<file path="config.mk">
export PLATFORM = sky130hd
export DESIGN_NAME = sync_fifo_flat
export DESIGN_NICKNAME = d
export VERILOG_FILES = /design/src/rtl/sync_fifo_if.sv /design/src/rtl/sync_fifo.sv /design/src/flat_wrapper.sv
export SDC_FILE = /design/constraint.sdc
export NUM_CORES = 1
export LEC_CHECK = 0
export ABC_AREA = 1
export ABC_CLOCK_PERIOD_IN_PS = 4710
export CAP_MARGIN = 20
export CORE_ASPECT_RATIO = 1.4
export CORE_MARGIN = 3
export CORE_UTILIZATION = 50
export DETAILED_ROUTE_END_ITERATION = 7
export GPL_ROUTABILITY_DRIVEN = 0
export HOLD_SLACK_MARGIN = 0.05
export PLACE_DENSITY_LB_ADDON = 0.2
export SYNTH_ARGS = -nofsm -noshare
export SYNTH_HDL_FRONTEND = slang
export SYNTH_SLANG_ARGS = --single-unit
</file>
<file path="constraint.sdc">
create_clock -name clk -period 4.71 [get_ports clk]
set_input_delay 1.413 -clock clk [delete_from_list [all_inputs] [get_ports clk]]
set_output_delay 1.413 -clock clk [all_outputs]
set_load 0.02 [all_outputs]
</file>
<file path="src/rtl/sync_fifo_if.sv">
// sync_fifo handshake bundle: write/read requests, read data, flags,
// occupancy and sticky error flags. master = producer/consumer, slave = FIFO.
interface sync_fifo_if #(
   parameter int DATA_WIDTH = 8,
   parameter int PTR_WIDTH  = 4
);
   logic                  w_en;
   logic [DATA_WIDTH-1:0] data_in;
   logic                  r_en;
   logic                  err_clr;
   logic [DATA_WIDTH-1:0] data_out;
   logic                  data_valid;
   logic                  full;
   logic                  empty;
   logic                  almost_full;
   logic                  almost_empty;
   logic [PTR_WIDTH:0]    count;
   logic                  overflow;
   logic                  underflow;

   modport master (
      output w_en, data_in, r_en, err_clr,
      input  data_out, data_valid, full, empty,
      input  almost_full, almost_empty, count,
      input  overflow, underflow
   );

   modport slave (
      input  w_en, data_in, r_en, err_clr,
      output data_out, data_valid, full, empty,
      output almost_full, almost_empty, count,
      output overflow, underflow
   );
endinterface

</file>
<file path="src/rtl/sync_fifo.sv">
// Single-clock FIFO with threshold flags, occupancy count, sticky
// overflow/underflow and selectable registered or fall-through read.
// Ports: clk, rst_n (async active-low), bus (sync_fifo_if.slave).
module sync_fifo #(
   parameter int DATA_WIDTH = 8,
   parameter int PTR_WIDTH  = 4,
   parameter int AF_THRESH  = 2**PTR_WIDTH - 2,
   parameter int AE_THRESH  = 2,
   parameter bit FWFT       = 1'b0
) (
   input  logic        clk,
   input  logic        rst_n,
   sync_fifo_if.slave  bus
);
   localparam int DEPTH = 2**PTR_WIDTH;
   localparam logic [PTR_WIDTH:0] AF_T = (PTR_WIDTH+1)'(AF_THRESH);
   localparam logic [PTR_WIDTH:0] AE_T = (PTR_WIDTH+1)'(AE_THRESH);

   logic [DATA_WIDTH-1:0] mem [DEPTH];
   logic [PTR_WIDTH:0]    wr_ptr;
   logic [PTR_WIDTH:0]    rd_ptr;
   logic [PTR_WIDTH:0]    cnt;
   logic [PTR_WIDTH-1:0]  wr_addr;
   logic [PTR_WIDTH-1:0]  rd_addr;
   logic                  empty_i;
   logic                  full_i;
   logic                  wr_acc;
   logic                  rd_acc;
   logic                  ovf_q;
   logic                  udf_q;

   assign wr_addr = wr_ptr[PTR_WIDTH-1:0];
   assign rd_addr = rd_ptr[PTR_WIDTH-1:0];

   // Extra pointer MSB separates full from empty when addresses match.
   assign empty_i = (wr_ptr == rd_ptr);
   assign full_i  = (wr_ptr[PTR_WIDTH] != rd_ptr[PTR_WIDTH])
                 && (wr_addr == rd_addr);

   assign wr_acc = bus.w_en && !full_i;
   assign rd_acc = bus.r_en && !empty_i;

   always_ff @(posedge clk or negedge rst_n) begin
      if (!rst_n) begin
         wr_ptr <= '0;
         rd_ptr <= '0;
         cnt    <= '0;
      end else begin
         if (wr_acc) wr_ptr <= wr_ptr + 1'b1;
         if (rd_acc) rd_ptr <= rd_ptr + 1'b1;
         unique case ({wr_acc, rd_acc})
            2'b10:   cnt <= cnt + 1'b1;
            2'b01:   cnt <= cnt - 1'b1;
            default: cnt <= cnt;
         endcase
      end
   end

   // Storage is deliberately left out of reset.
   always_ff @(posedge clk) begin
      if (wr_acc) mem[wr_addr] <= bus.data_in;
   end

   // A new set event beats a simultaneous clear.
   always_ff @(posedge clk or negedge rst_n) begin
      if (!rst_n) begin
         ovf_q <= 1'b0;
         udf_q <= 1'b0;
      end else begin
         if (bus.w_en && full_i)  ovf_q <= 1'b1;
         else if (bus.err_clr)    ovf_q <= 1'b0;
         if (bus.r_en && empty_i) udf_q <= 1'b1;
         else if (bus.err_clr)    udf_q <= 1'b0;
      end
   end

   generate
      if (FWFT) begin : g_fwft
         assign bus.data_out   = mem[rd_addr];
         assign bus.data_valid = !empty_i;
      end else begin : g_std
         logic [DATA_WIDTH-1:0] dout_q;
         logic                  dv_q;

         always_ff @(posedge clk or negedge rst_n) begin
            if (!rst_n) begin
               dout_q <= '0;
               dv_q   <= 1'b0;
            end else begin
               dv_q <= rd_acc;
               if (rd_acc) dout_q <= mem[rd_addr];
            end
         end

         assign bus.data_out   = dout_q;
         assign bus.data_valid = dv_q;
      end
   endgenerate

   assign bus.empty        = empty_i;
   assign bus.full         = full_i;
   assign bus.count        = cnt;
   assign bus.almost_full  = (cnt >= AF_T);
   assign bus.almost_empty = (cnt <= AE_T);
   assign bus.overflow     = ovf_q;
   assign bus.underflow    = udf_q;
endmodule

</file>
<file path="src/flat_wrapper.sv">
// flat-port wrapper written by rule: the top's interface ports become plain ports
module sync_fifo_flat 
#(
   parameter int DATA_WIDTH = 8,
   parameter int PTR_WIDTH  = 4,
   parameter int AF_THRESH  = 2**PTR_WIDTH - 2,
   parameter int AE_THRESH  = 2,
   parameter bit FWFT       = 1'b0
)
  (clk, rst_n, bus_w_en, bus_data_in, bus_r_en, bus_err_clr, bus_data_out, bus_data_valid, bus_full, bus_empty, bus_almost_full, bus_almost_empty, bus_count, bus_overflow, bus_underflow);
  sync_fifo_if #(.DATA_WIDTH(DATA_WIDTH), .PTR_WIDTH(PTR_WIDTH)) bus_i ();
  input  logic clk;
  input  logic rst_n;
  input wire logic [$bits(bus_i.w_en)-1:0] bus_w_en;
  input wire logic [$bits(bus_i.data_in)-1:0] bus_data_in;
  input wire logic [$bits(bus_i.r_en)-1:0] bus_r_en;
  input wire logic [$bits(bus_i.err_clr)-1:0] bus_err_clr;
  output wire logic [$bits(bus_i.data_out)-1:0] bus_data_out;
  output wire logic [$bits(bus_i.data_valid)-1:0] bus_data_valid;
  output wire logic [$bits(bus_i.full)-1:0] bus_full;
  output wire logic [$bits(bus_i.empty)-1:0] bus_empty;
  output wire logic [$bits(bus_i.almost_full)-1:0] bus_almost_full;
  output wire logic [$bits(bus_i.almost_empty)-1:0] bus_almost_empty;
  output wire logic [$bits(bus_i.count)-1:0] bus_count;
  output wire logic [$bits(bus_i.overflow)-1:0] bus_overflow;
  output wire logic [$bits(bus_i.underflow)-1:0] bus_underflow;
  assign bus_i.w_en = bus_w_en;
  assign bus_i.data_in = bus_data_in;
  assign bus_i.r_en = bus_r_en;
  assign bus_i.err_clr = bus_err_clr;
  assign bus_data_out = bus_i.data_out;
  assign bus_data_valid = bus_i.data_valid;
  assign bus_full = bus_i.full;
  assign bus_empty = bus_i.empty;
  assign bus_almost_full = bus_i.almost_full;
  assign bus_almost_empty = bus_i.almost_empty;
  assign bus_count = bus_i.count;
  assign bus_overflow = bus_i.overflow;
  assign bus_underflow = bus_i.underflow;
  sync_fifo #(.DATA_WIDTH(DATA_WIDTH), .PTR_WIDTH(PTR_WIDTH), .AF_THRESH(AF_THRESH), .AE_THRESH(AE_THRESH), .FWFT(FWFT)) u_core (.clk(clk), .rst_n(rst_n), .bus(bus_i));
endmodule
</file>
[After elaboration in Yosys (flattened, before gate mapping)]
Memories as Yosys holds them, arrays and structs flattened. A register that Yosys moved wholly into a read port is not among the register bits.
Index checks and enable logic that the tools add are counted.
Word-level totals
  input port bits: 13
  logic and storage cells: 35
  flip-flop bits (word level): 18
  memory bits (writable): 128
  memories: 1
Operators by class
  $lt $le $gt $ge: 2
  add/subtract/negate cells: 4
  eq/ne operators: 5
  multiplexer cells: 6
  reductions and logical operators: 11
Memory list
  u_core.mem: words 16, width 8, rd ports 1, clocked after memory_dff 1, write ports 1, line sync_fifo.sv:19  | logic [DATA_WIDTH-1:0] mem [DEPTH];
Operators with widths (number)
  5-bit by 1-bit adder with 5-bit output, second input constant: 3
  5-bit case mux with 2 select lines: 1
  2-bit nonzero test: 3
  5-bit equality test: 1
  5-bit by 4-bit greater-or-equal comparator with 1-bit output, second input constant: 1
  5-bit by 2-bit <= comparator with 1-bit output, second input constant: 1
  1-bit logical AND: 5
  1-bit two-way mux: 5
  5-bit by 1-bit subtractor with 5-bit output, second input constant: 1
  4-bit equality test: 1
  1-bit zero test: 3
  2-bit by 1-bit equality test with 1-bit output, second input constant: 1
  2-bit equality test, second input constant: 1
  1-bit inequality test: 1

[Depth between registers and ports, before layout]
Gate-level depths: netlist (run 1).
  depth in word-level cells: 6
  mapped depth: 18
  mapped depth without buffers: 17

[Least setup slack after synthesis (run 1)]
No wires, ideal clock.
  kind: flip-flop to output port
  start point: register u_core.cnt[0], in the netlist u_core.bus.count[0]
  end point: output port bus_almost_empty
  slack: 1.643 ns
  path buffers: 0
  arrival time: 1.654 ns
  required time: 3.297 ns
  cell stages (with the launch flop): 2
  cells stage by stage: dfrtp_1 -> a2111oi_0
Between the ends
  longest elaborated chain between the ends: 1
RTL lines
  start: declaration: line sync_fifo.sv:22  | logic [PTR_WIDTH:0] cnt;
  start signal: assignment: line sync_fifo.sv:52  | 2'b10: cnt <= cnt + 1'b1;
  start signal: assignment: line sync_fifo.sv:53  | 2'b01: cnt <= cnt - 1'b1;
  start signal: assignment: line sync_fifo.sv:54  | default: cnt <= cnt;
  5-bit by 2-bit <= comparator with 1-bit output: line sync_fifo.sv:104  | assign bus.almost_empty = (cnt <= AE_T);
  end: declaration: line flat_wrapper.sv:23  | output wire logic [$bits(bus_i.almost_empty)-1:0] bus_almost_empty;
Every way passes these cells.

[Final worst setup path (run 1)]
  start point: register u_core.rd_ptr[1]
  end point: output port bus_empty
Between the ends
  longest elaborated chain between the ends: 1
RTL lines
  start: declaration: line sync_fifo.sv:21  | logic [PTR_WIDTH:0] rd_ptr;
  start signal: assignment: line sync_fifo.sv:50  | if (rd_acc) rd_ptr <= rd_ptr + 1'b1;
  5-bit equality test: line sync_fifo.sv:36  | assign empty_i = (wr_ptr == rd_ptr);
  end: declaration: line flat_wrapper.sv:21  | output wire logic [$bits(bus_i.empty)-1:0] bus_empty;
Every way passes these cells.

==> results of run 1 <==
## state kept, by name (all words and copies together), names as in the netlist
name,cells
u_core.bus.underflow,1
u_core.bus.overflow,1
u_core.bus.data_valid,1
u_core.bus.data_out,8
u_core.mem,128
u_core.bus.count,5
u_core.wr_ptr,5
u_core.rd_ptr,5
## cell usage after synthesis
master / number
nor2_1: 5
nand3_1: 85
buf_4: 2
a21oi_1: 3
nand2_2: 1
buf_1: 3
nor3_1: 15
a2111oi_0: 1
clkinv_1: 2
edfxtp_1: 128
o21ai_0: 5
a31o_2: 1
xor2_1: 5
o21bai_1: 1
buf_2: 14
clkbuf_1: 7
a31oi_1: 1
nand3b_1: 1
nand2_1: 267
inv_2: 3
ha_1: 9
inv_1: 142
buf_6: 1
fa_1: 1
xnor2_1: 7
dfrtp_1: 26
## worst register-to-register path, stage by stage, from the launching register on
cell      delay [ns]
dfrtp_1         0.86
nand2_1         0.11
a21oi_1         0.23
nand3b_1        0.13
nand2_1         0.07
buf_4           0.24
ha_1            0.33
inv_1           0.08
fa_1            0.40
inv_1           0.08
nand2_1         0.06
nand2_1         0.06
a21oi_1         0.07
xor2_1          0.14
nand2_1         0.06
nand2_1         0.04
## routing by layer
layer	global-route usage (%)	part of all wire, %	vias to the layer above
met4	7.97	2.1	0
li1	-	-	2398
met3	3.85	3.7	25
met2	37.6	53	127
met1	26.1	41	2398
met5	0	0	-
## area by class of cell
type / count / area, um2 / area share (%)
flip-flops and latches: 154 / 4500 / 55.0
inverters: 147 / 552 / 6.75
multi-input cells: 408 / 1840 / 22.6
clock buffers: 22 / 508 / 6.21
clock inverters: 10 / 87.6 / 1.07
repair buffers: 51 / 463 / 5.66
well taps: 182 / 228 / 2.78
## kinds of logic after synthesis
family / Yosys count / share of synthesized area (%)
and+or+nand+nor: 374 / 21.9
xor gates and xnor gates: 12 / 1.50
DFF: 154 / 64.0
adders and majority gates: 10 / 1.89
AOI/OAI and AO/OA: 12 / 1.02
buffers and inverters: 174 / 9.76
## power by group
group / total [mW] / switching, mW / internal, mW
Combinational: 1.72 / 1.11 / 0.603
Clock: 1.34 / 0.519 / 0.818
Sequential: 1.89 / 0.208 / 1.68
Total: 4.94 / 1.84 / 3.10
## final timing paths
kind	to	cells after the start	from	slack (ns)
setup / recovery	bus_empty	5	u_core.rd_ptr[1]$_DFFE_PN0P_	0.83
hold / removal	u_core.bus.data_out[7]$_DFFE_PN0P_	2	u_core.bus.data_out[7]$_DFFE_PN0P_	0.48
setup reg to reg	u_core.bus.count[4]$_DFFE_PN0P_	15	u_core.rd_ptr[1]$_DFFE_PN0P_	1.63
hold reg to reg	u_core.bus.data_out[7]$_DFFE_PN0P_	2	u_core.bus.data_out[7]$_DFFE_PN0P_	0.48
max in group asynchronous	u_core.rd_ptr[0]$_DFFE_PN0P_	2	rst_n	2.87
min in group asynchronous	u_core.rd_ptr[1]$_DFFE_PN0P_	1	rst_n	1.23
==> reports/qor.csv, run 1 <==
stage,metric,value,unit
timing,crit share post-route,82.4,%
timing,minimum clock period,3.88,ns
route,Antenna Violating Nets Remaining,0,
route,Avg WL per Cell,16.3,um
flow_run,max-capacitance violation count,0,
global_routing,first-pass GRT wire length,25300,um
floorplan,number of core rows,50,
floorplan,Die Wd,106,um
final_layout,Layout Cells excl Fill,974,
cts,H-tree Lvls,4,
yosys,register area share after synthesis,64.0,%
yosys,register bit total from synthesis,154,
setup_path,critical path's top delay family,flip-flops,
cts,CTS root buf,clkbuf_16,
yosys,share of the synthesized area in the top cell type,54.7,%
final_layout,number of antenna diodes,0,
yosys,"area leader, netlist",edfxtp_1,
timing,Worst Skew,0.00878,ns
global_routing,initial antenna violation count,0,
final_layout,Finished Cell Area,8180,um2
floorplan,core area,13600,um2
timing,maximum clock frequency,258,MHz
setup_path,Crit. End Element,output port,
placement,placed cells,942,
global_routing,vias in the first global route,4921,
route,routed vias/inst,5.08,
setup_path,CP cell instances,"nand2_1, a21oi_1, nand3_1, inv_1, clkdlybuf4s50_1",
min_path,worst min-delay path class,flip-flop to flip-flop,
timing,setup ws final,0.828,ns
yosys,Unique masters post-synth,26,
pwr,PD cells,604,nW/um2
route,Initial DRC Count,383,
setup_path,peak fanout along the critical path,19,
final_layout,fin nets,802,
cts,clk_lat worst skew,0.42,ns
floorplan,die footprint,15500,um2
placement,DP HPWL,10300,um
route,vias,4948,
cts,buffer depth of the longest clock path,2,
global_routing,pin count of the biggest net entering global routing,66,
status,outcome,"complete, no violations",
cts,Resized cells post-CTS,0,
timing,hold violation count in the final report,0,
timing,Max-slew headroom,28.4,%
global_routing,"Remaining Overflow, GRT",0,
final_layout,Util after Layout,60.2,%
pwr,peak supply drop,0.362,mV
floorplan,die height,146,um
final_layout,share of cells above drive strength 1,6.94,%
yosys,Synth area leaders,"edfxtp_1, nand2_1, dfrtp_1, inv_1, nand3_1",
cts,clk slew on worst S/H paths,0.06,ns
placement,setup slack after placement,0.960,ns
timing,Setup TNS,0,ns
setup_path,startpoint class of the critical path,flip-flop,
timing,"Slew Viols, Final",0,
setup_path,CP Class,flip-flop to output port,
pwr,Pleak,3.73,nW
setup_path,max incr delay on CP,0.86,ns
cts,CTS tree,yes,
floorplan,Starting Density,51.7,%
final_layout,fill count,1134,
yosys,Syn Inst Count,736,
timing,RSZ-0062 raised after global routing,no,
yosys,yosys warns,0,
yosys,cell area after synthesis,7020,um2
setup_path,Crit-path slowest cell,dfrtp_1,
final_layout,"most common cell after layout, fill and taps aside",nand2_1,
timing,final hold slack,0.484,ns
setup_path,arrival time worst endpoint,2.47,ns
setup_path,crit path buf inv count,2,
global_routing,GRT Overall Usage,21.4,%
final_layout,Area Growth Syn to Fin,16.4,%
route,Detailed Routing Iterations Pass 1,5,
timing,Final Setup Violations,0,
placement,"Cell Area, Placed",7580,um2
route,Post-Route WL,15800,um
floorplan,I/O pin count,33,
setup_path,worst path required time,3.30,ns
timing,Slew @ Worst Pin,1.07,ns
placement,I/O Buffers,32,
cts,CTS Buf Count,17,
yosys,total nets after synthesis,759,
cts,Sink Count,154,
cts,hold_buf cts,0,
pwr,"Power, Total",4.94,mW
final_layout,most frequent cells in the layout,"nand2_1, inv_1, edfxtp_1",
cts,post-CTS setup buffer count,0,
route,Residual DRC,0,
yosys,syn_area_per_cell,9.54,um2
Power figures use the tool's default switching activity.
==> run 2: changes to the inputs <==
- ABC_CLOCK_PERIOD_IN_PS: 4710 -> 3200
- clock period: 4.71 -> 3.2 ns (I/O delays scaled with it)
==> run 2 against run 1 <==
Cell area rose by 1.0%; critical endpoint is now bus_almost_empty; largest power group unchanged; global-route usage fell by 0.40 points; sequential share of layout area fell by 0.55 points; via count fell by 0.49%; worst hold slack barely moved.
==> reports/qor.csv, run 2 (synthesis gave the netlist of run 1 again) <==
stage,metric,value,unit,change
status,outcome,"complete, no violations",,
placement,setup slack after placement,0.247,ns,-0.713 ns
floorplan,number of core rows,50,,unchanged
pwr,Sw Ratio,36.6,%,-0.60 points
setup_path,end of the critical path,bus_almost_empty,,
timing,setup ws final,0.322,ns,-0.506 ns
setup_path,CP Class,flip-flop to output port,,
cts,H-tree Lvls,4,,unchanged
final_layout,Largest register FFs,128,,unchanged
cts,clk slew on worst S/H paths,0.06,ns,about the same
cts,CTS root buf,clkbuf_16,,
final_layout,share of cells above drive strength 1,7.76,%,+0.82 points
route,Detailed Routing Iterations Pass 1,5,,unchanged
global_routing,first-pass GRT wire length,24800,um,-2.0%
flow_run,max-capacitance violation count,0,,unchanged
setup_path,worst path required time,2.24,ns,-1.06 ns
route,vias,4924,,-0.49%
floorplan,core area,13600,um2,unchanged
global_routing,GR Layer Usage met3,3.72,%,-0.13 points
pwr,peak supply drop,0.435,mV,+20%
placement,I/O Buffers,32,,unchanged
route,Avg WL per Cell,15.8,um,-2.9%
pwr,Pleak,3.82,nW,+2.4%
pwr,"Power, Total",7.37,mW,+49%
global_routing,GRT met1 Usage,26.6,%,+0.50 points
setup_path,startpoint class of the critical path,flip-flop,,
final_layout,Util after Layout,60.8,%,+0.61 points
timing,"Slew Viols, Final",0,,unchanged
pwr,Clk network pwr share,27.7,%,+0.7 points
cts,CTS Buf Count,17,,unchanged
route,Initial DRC Count,444,,+16%
route,Antenna Violating Nets Remaining,0,,unchanged
route,Residual DRC,0,,unchanged
floorplan,Die Wd,106,um,unchanged
global_routing,GRT Overall Usage,21.0,%,-0.40 points
global_routing,"Remaining Overflow, GRT",0,,unchanged
timing,RSZ-0062 raised after global routing,no,,
cts,hold_buf cts,0,,unchanged
floorplan,Starting Density,51.7,%,unchanged
setup_path,RR Endpoint,u_core.bus.count[4]$_DFFE_PN0P_,,
cts,clk_lat worst skew,0.42,ns,about the same
final_layout,Area Growth Syn to Fin,17.6,%,
setup_path,CP cell instances,"a2111oi_0, clkdlybuf4s50_1",,
pwr,P_sw,2.70,mW,+47%
final_layout,fill count,1112,,-1.9%
final_layout,most frequent cells in the layout,"nand2_1, inv_1, edfxtp_1",,
final_layout,Largest Register,u_core.mem,,
setup_path,peak fanout along the critical path,5,,-14
floorplan,I/O pin count,33,,unchanged
setup_path,worst setup path startpoint,u_core.bus.count[0]$_DFFE_PN0P_,,
final_layout,Finished Cell Area,8260,um2,+1.0%
route,routed vias/inst,5.02,,-1.2%
timing,Setup TNS,0,ns,unchanged
setup_path,R2R cell count,16,,+1
setup_path,RR Startpoint,u_core.wr_ptr[0]$_DFFE_PN0P_,,
pwr,Flop pwr share,36.2,%,-2.0 points
final_layout,"most common cell after layout, fill and taps aside",nand2_1,,
cts,Sink Count,154,,unchanged
floorplan,die height,146,um,unchanged
setup_path,Crit. End Element,output port,,
global_routing,M2 GR Usage,35.2,%,-2.4 points
timing,Max-slew headroom,48.1,%,+20 points
placement,DP HPWL,9900,um,-3.5%
timing,maximum clock frequency,348,MHz,
min_path,worst min-delay path class,flip-flop to flip-flop,,
final_layout,fin nets,809,,+0.87%
timing,minimum clock period,2.88,ns,
global_routing,initial antenna violation count,0,,unchanged
setup_path,max incr delay on CP,0.68,ns,-0.18 ns
timing,Worst Skew,0.0148,ns,+0.00607 ns
timing,final hold slack,0.484,ns,+0.000192 ns
global_routing,pin count of the biggest net entering global routing,66,,unchanged
final_layout,Layout Cells excl Fill,981,,+0.72%
cts,post-CTS setup buffer count,0,,unchanged
pwr,PD cells,892,nW/um2,+48%
placement,placed cells,949,,+0.74%
final_layout,number of antenna diodes,0,,unchanged
timing,Slew @ Worst Pin,0.775,ns,-0.290 ns
pwr,Logic pwr share,36.1,%,+1.4 points
cts,CTS tree,yes,,
global_routing,busiest grt layer,met2,,
setup_path,Crit-path slowest cell,clkdlybuf4s50_1,,
setup_path,arrival time worst endpoint,1.92,ns,-0.55 ns
timing,hold violation count in the final report,0,,unchanged
pwr,Internal,4.67,mW,+51%
global_routing,vias in the first global route,4788,,-2.7%
timing,crit share post-route,89.9,%,
placement,"Cell Area, Placed",7630,um2,+0.69%
timing,Final Setup Violations,0,,unchanged
floorplan,die footprint,15500,um2,unchanged
setup_path,"reg-to-reg slack, setup",0.67,ns,-0.96 ns
route,Post-Route WL,15500,um,-2.2%
cts,buffer depth of the longest clock path,2,,unchanged
-- run 2: changes by cell type in the layout (fill, tap and decap cells not counted) --
cell | previous run | this run
clkbuf_16 | 20 | 21
clkdlybuf4s50_1 | 32 | 30
clkinv_4 | 2 | 1
buf_4 | 19 | 26
clkbuf_8 | 0 | 1
clkinvlp_4 | 2 | 1
inv_4 | 0 | 2
clkinv_2 | 5 | 3
dlymetal6s2s_1 | 0 | 2
-- run 2: critical path, delay by kind of cell, from the launching register on --
kind                   cells  cell delay (ns)
AOI/OAI and AO/OA          1             0.40
buffers and inverters      1             0.68
DFF                        1             0.43
-- run 2: power groups by stage --
stage / clock, mW / sequential (mW) / combinational, mW
floorplan: 0 / 2.77 / 1.68
global placement: 0 / 2.69 / 2.59
detailed placement: 0 / 2.71 / 2.67
CTS: 2.07 / 2.67 / 2.69
global route: 2.17 / 2.70 / 2.97
finish: 2.04 / 2.67 / 2.66
-- run 2: per-layer routing --
layer | part of all wire [%] | wire length, um
met5 | 0 | 0
met1 | 41 | 6370
met3 | 4.3 | 673
met4 | 3.0 | 458
met2 | 52 | 8000
-- run 2: layout make-up --
cell class	instances	area (um2)	area share (%)
Clock buffer	24	547	6.62
Clock inverter	8	73.8	0.894
Inverter	147	552	6.68
Multi-Input combinational cell	408	1840	22.3
Sequential cell	154	4500	54.4
Tap cell	182	228	2.76
Timing Repair Buffer	58	520	6.30
-- run 2: how the worst min path moves through the flow --
stage               slack, ns                            endpoint                               start  cells after the start
floorplan                0.51        u_core.wr_ptr[4]$_DFFE_PN0P_        u_core.wr_ptr[4]$_DFFE_PN0P_                      2
global placement         0.47  u_core.bus.data_out[0]$_DFFE_PN0P_  u_core.bus.data_out[0]$_DFFE_PN0P_                      2
detailed placement       0.47  u_core.bus.data_out[4]$_DFFE_PN0P_  u_core.bus.data_out[4]$_DFFE_PN0P_                      2
CTS                      0.49  u_core.bus.data_out[0]$_DFFE_PN0P_  u_core.bus.data_out[0]$_DFFE_PN0P_                      2
global route             0.51  u_core.bus.data_out[4]$_DFFE_PN0P_  u_core.bus.data_out[4]$_DFFE_PN0P_                      2
finish                   0.48  u_core.bus.data_out[4]$_DFFE_PN0P_  u_core.bus.data_out[4]$_DFFE_PN0P_                      2
-- run 2: timing repair --
item | in CTS | in global routing
gates resized for setup | 0 | 2
endpoints found under the setup margin | 0 | 2
hold endpoints to repair | 0 | 0
